[src/rtl/pla_pipe_eval.sv]
// pla_pipe_eval: run-time loadable two-level AND-OR plane evaluator with serial configuration load.
// Latency: an input accepted in cycle n shows out_valid in cycle n+2; one vector per cycle.
// Backpressure: out_ready low holds stage 2, then stage 1; in_ready drops once both stages are full.
module pla_pipe_eval #(
   parameter int NUM_IN    = 10,
   parameter int NUM_OUT   = 7,
   parameter int NUM_TERMS = 16
) (
   input  logic               clock,
   input  logic               reset,
   input  logic               cfg_start,
   input  logic               cfg_bit_valid,
   input  logic               cfg_bit,
   output logic               cfg_done,
   output logic               configured,
   input  logic               in_valid,
   output logic               in_ready,
   input  logic [NUM_IN-1:0]  pi,
   output logic               out_valid,
   input  logic               out_ready,
   output logic [NUM_OUT-1:0] po
);

   // Layout of the configuration vector: AND plane, then OR plane, then output polarity.
   localparam int A_BASE  = 2 * NUM_IN * NUM_TERMS;
   localparam int B_BASE  = A_BASE + NUM_OUT * NUM_TERMS;
   localparam int CFG_LEN = B_BASE + NUM_OUT;
   localparam int CW      = $clog2(CFG_LEN);

   typedef enum logic [1:0] {
      ST_UNCFG,
      ST_LOAD,
      ST_RUN
   } state_t;

   state_t               state_q;
   logic [CFG_LEN-1:0]   cfg_q;
   logic [CW-1:0]        cnt_q;
   logic                 cfg_done_q;
   logic                 configured_q;

   logic [NUM_TERMS-1:0] term_d;
   logic [NUM_TERMS-1:0] term_q;
   logic                 v1_q;
   logic [NUM_OUT-1:0]   po_d;
   logic [NUM_OUT-1:0]   po_q;
   logic                 out_valid_q;

   logic                 stage2_adv;
   logic                 in_rdy;

   // Stage 2 can take a new result when it is empty or its current result leaves this cycle.
   assign stage2_adv = ~out_valid_q | out_ready;
   // Stage 1 accepts when empty or when it can drain into stage 2.
   assign in_rdy     = (state_q == ST_RUN) & (~v1_q | stage2_adv);

   assign in_ready   = in_rdy;
   assign out_valid  = out_valid_q;
   assign po         = po_q;
   assign cfg_done   = cfg_done_q;
   assign configured = configured_q;

   // Configuration FSM: serial load of the plane bits; a restart always wins over a data bit.
   always_ff @(posedge clock or posedge reset) begin
      if (reset) begin
         state_q      <= ST_UNCFG;
         cfg_q        <= '0;
         cnt_q        <= '0;
         cfg_done_q   <= 1'b0;
         configured_q <= 1'b0;
      end else begin
         cfg_done_q <= 1'b0;
         if (cfg_start) begin
            state_q      <= ST_LOAD;
            cnt_q        <= '0;
            configured_q <= 1'b0;
         end else if (state_q == ST_LOAD && cfg_bit_valid) begin
            cfg_q[cnt_q] <= cfg_bit;
            if (cnt_q == CW'(CFG_LEN - 1)) begin
               state_q      <= ST_RUN;
               configured_q <= 1'b1;
               cfg_done_q   <= 1'b1;
            end else begin
               cnt_q <= cnt_q + CW'(1);
            end
         end
      end
   end

   // AND plane: a term drops when a required-one input is 0 or a required-zero input is 1.
   always_comb begin
      term_d = '1;
      for (int t = 0; t < NUM_TERMS; t++) begin
         for (int i = 0; i < NUM_IN; i++) begin
            if (cfg_q[2*NUM_IN*t + 2*i] && !pi[i]) begin
               term_d[t] = 1'b0;
            end
            if (cfg_q[2*NUM_IN*t + 2*i + 1] && pi[i]) begin
               term_d[t] = 1'b0;
            end
         end
      end
   end

   // OR plane and output polarity applied to the registered term bits.
   always_comb begin
      po_d = '0;
      for (int o = 0; o < NUM_OUT; o++) begin
         for (int t = 0; t < NUM_TERMS; t++) begin
            po_d[o] = po_d[o] | (cfg_q[A_BASE + o*NUM_TERMS + t] & term_q[t]);
         end
         po_d[o] = po_d[o] ^ cfg_q[B_BASE + o];
      end
   end

   // Stage 1: capture the term bits of an accepted vector; a restart drops anything in flight.
   always_ff @(posedge clock or posedge reset) begin
      if (reset) begin
         v1_q   <= 1'b0;
         term_q <= '0;
      end else if (cfg_start) begin
         v1_q <= 1'b0;
      end else if (in_rdy) begin
         v1_q <= in_valid;
         if (in_valid) begin
            term_q <= term_d;
         end
      end
   end

   // Stage 2: register the result; held unchanged while downstream stalls.
   always_ff @(posedge clock or posedge reset) begin
      if (reset) begin
         out_valid_q <= 1'b0;
         po_q        <= '0;
      end else if (cfg_start) begin
         out_valid_q <= 1'b0;
      end else if (stage2_adv) begin
         out_valid_q <= v1_q;
         if (v1_q) begin
            po_q <= po_d;
         end
      end
   end

endmodule

[config.mk]
export PLATFORM = sky130hd
export DESIGN_NAME = pla_pipe_eval
export DESIGN_NICKNAME = d
export VERILOG_FILES = /design/src/rtl/pla_pipe_eval.sv
export SDC_FILE = /design/constraint.sdc
export NUM_CORES = 1
export LEC_CHECK = 0
export CORE_ASPECT_RATIO = 1.1
export CORE_MARGIN = 2
export CORE_UTILIZATION = 50
export DETAILED_ROUTE_END_ITERATION = 7
export GPL_ROUTABILITY_DRIVEN = 0
export PLACE_DENSITY = 0.75
export SETUP_SLACK_MARGIN = 0.4
export SLEW_MARGIN = 20
export SYNTH_ARGS = -nofsm -noshare
export SYNTH_HDL_FRONTEND = slang
export SYNTH_SLANG_ARGS = --single-unit
[constraint.sdc]
create_clock -name clock -period 52.8 [get_ports clock]
set_input_delay 15.84 -clock clock [delete_from_list [all_inputs] [get_ports clock]]
set_output_delay 15.84 -clock clock [all_outputs]
set_load 0.01 [all_outputs]
==> results.cfg <==
[floorplan]
coreArea_um2 = 45300
initial_core_util_pct = 50.4
die_y_um = 228
dieArea_um2 = 47500
die_width_um = 208
rows = 82
io_pins = 28

[critical_path]
end_kind = output pin
reg2regPathDepth = 5
start_kind = input port
crit_start = out_ready
cp_common_cell = clkdlybuf4s50_1
crit_chain = clkdlybuf4s50_1 > nor2b_1 > a211oi_1 > clkdlybuf4s50_1
reg2reg_from = cnt_q[3]
worstPathRequired_ns = 36.96
critical_path_class = input port to output pin
critPathMaxStageDelay_ns = 0.63
critPathMaxFanout = 3
critPathSlowestCell = clkdlybuf4s50_1
endpoint = in_ready
r2r-end = cfg_q[90]
crit_arrival_ns = 17.43
r2r_slack_ns = 49.68

[synthesis]
yosys_warnings = 0
synthesis.nets = 2589
syn_inst = 2568
synthTopCellsByArea = dfrtp_1 (52%), nand3_1 (10%), o21ai_0 (9.5%)
synth_cell_types = 48
seq_area_frac_synth_pct = 52.1
yosys.area.top_type = dfrtp_1
synth-seq-cells = 476
avgSynthCellArea_um2 = 8.91
synth_edf_count = 0
synth_async_sr_flop_share_pct = 100
synth_top_area_share_pct = 52.1
synth_area_um2 = 22900
ys.flop_type = dfrtp_1

[grt]
grt_pass1_vias = 20200
grt_max_degree = 133
antenna_found_initial = 3
grt_overflow = 0
grt_pass1_wl_mm = 122
grt_usage_pct = 33.6

[run]
drv_cap = 0

[timing]
hold_violations = 0
worst_pin_slew_ns = 1.20
slew_violations = 0
finalCritPeriodShare_pct = 63.0
max_slew_margin_pct = 20.0
fin_tns_setup_ns = 0
rsz0062_at_grt = false
setup_violations = 0
period_minus_slack_ns = 33.27
fmax_mhz = 30.1
finClkSkew_ns = 0.0129

[pwr]
p_per_area_nw_per_um2 = 31.1
p_leak_nw = 13.4
peakVddDrop_mv = 0.0256
power_mw = 0.778

[place]
portBuffers = 27
dpl.hpwl_mm = 44.2

[clocking]
cts_root_buf = clkbuf_16
numClockSinks = 476
cts_resized = 0
clk_pin_slew_ns = 0.06
ctsHoldBuffers = 0
cts_max_level = 2
cts_buffers = 50
cts_tree = done
postCtsSetupBuffers = 0
insertion_delay_ns = 0.61
clock_path_buffers = 3

[route]
drt-total-wl_mm = 80.6
drtPass1Iterations = 6
viasPerCell = 6.77
drtAntennaViolNets = 0
vias = 20900
wl_per_cell_um = 26.1
initialDrtViolationCount = 3300
drc = 0

[layout]
mostFrequentLayoutCells = nand2_1 (560), dfrtp_1 (476), nand3_1 (456), o21ai_0 (435), mux2i_1 (161)
nets = 2481
final_util_pct = 55.2
final_common_cell = nand2_1
area_growth_pct = 9.41
final_layout_size_suffix_gt1_share_pct = 7.40

[worst_hold_path]
min_path_type = register to register

[status]
outcome = completed
## final cells by class
type | count | area, um^2
Fill cell | 3914 | 20300
Multi-Input combinational cell | 1863 | 10000
Inverter | 4 | 22.5
Clock buffer | 75 | 1520
Timing Repair Buffer | 65 | 613
Antenna cell | 2 | 5.00
Sequential cell | 476 | 11900
Tap cell | 588 | 736
Clock inverter | 18 | 206
## Yosys cell counts (all sizes together), types with 8 or more instances
master,count
buf,82
a221oi,28
nand3,460
a22o,28
nor4,16
dfrtp,476
o21ai,462
nand4,10
clkbuf,143
mux2i,161
nor2,60
xnor2,12
nand2,573
nor3,8
## worst max-delay path: cells and delay by family
kind | cells | cell delay, ns
compound gates | 1 | 0.44
buf+inv | 2 | 1.10
simple gates | 1 | 0.07
## sequential cells by signal, indices dropped and copies added (netlist names)
register	count
cfg_q	439
term_q	16
cnt_q	9
po	7
state_q	2
cfg_done	1
out_valid	1
v1_q	1
## how the worst min path moves through the flow
stage / cells after the start / startpoint / slack, ns / to
floorplan: 2 / cfg_q[214] / 0.45 / cfg_q[214]
global placement: 2 / po[0] / 0.46 / po[0]
detailed placement: 2 / cfg_q[214] / 0.48 / cfg_q[214]
CTS: 2 / po[2] / 0.49 / po[2]
global route: 2 / cfg_q[214] / 0.51 / cfg_q[214]
finish: 2 / po[2] / 0.48 / po[2]
## power by group
group          switching, mW  leakage, nW  internal, mW
Sequential           0.00563         6.62         0.367
Combinational         0.0261         5.95       0.00725
Clock                  0.154        0.853         0.218
## per-layer routing
metal	track usage [%]	up-vias	wire, um
met5	0	-	12
li1	-	8676	-
met1	43.5	10200	28500
met4	20.3	2	6150
met3	10.5	457	11300
met2	49.5	1564	34600
## cells by family after synthesis
group | synth area share [%]
AO/OA/AOI/OAI | 12.4
multiplexers | 7.09
XOR/XNOR | 0.536
AND/OR/NAND/NOR | 23.2
flip-flops | 52.1
adder cells (fa/ha/maj) | 0.219
buffers and inverters | 4.46
## metrics by stage
stage,cells,setup WS (ns),instance area [um^2],hold WS (ns)
finish,3091,19.53,25000,0.481
global route,3089,19.43,25000,0.514
CTS,3087,19.52,24900,0.490
detailed placement,2994,19.52,23200,0.477
global placement,2993,19.53,23200,0.465
floorplan,2568,20.55,22900,0.453
(Power assumes the default switching activity.)
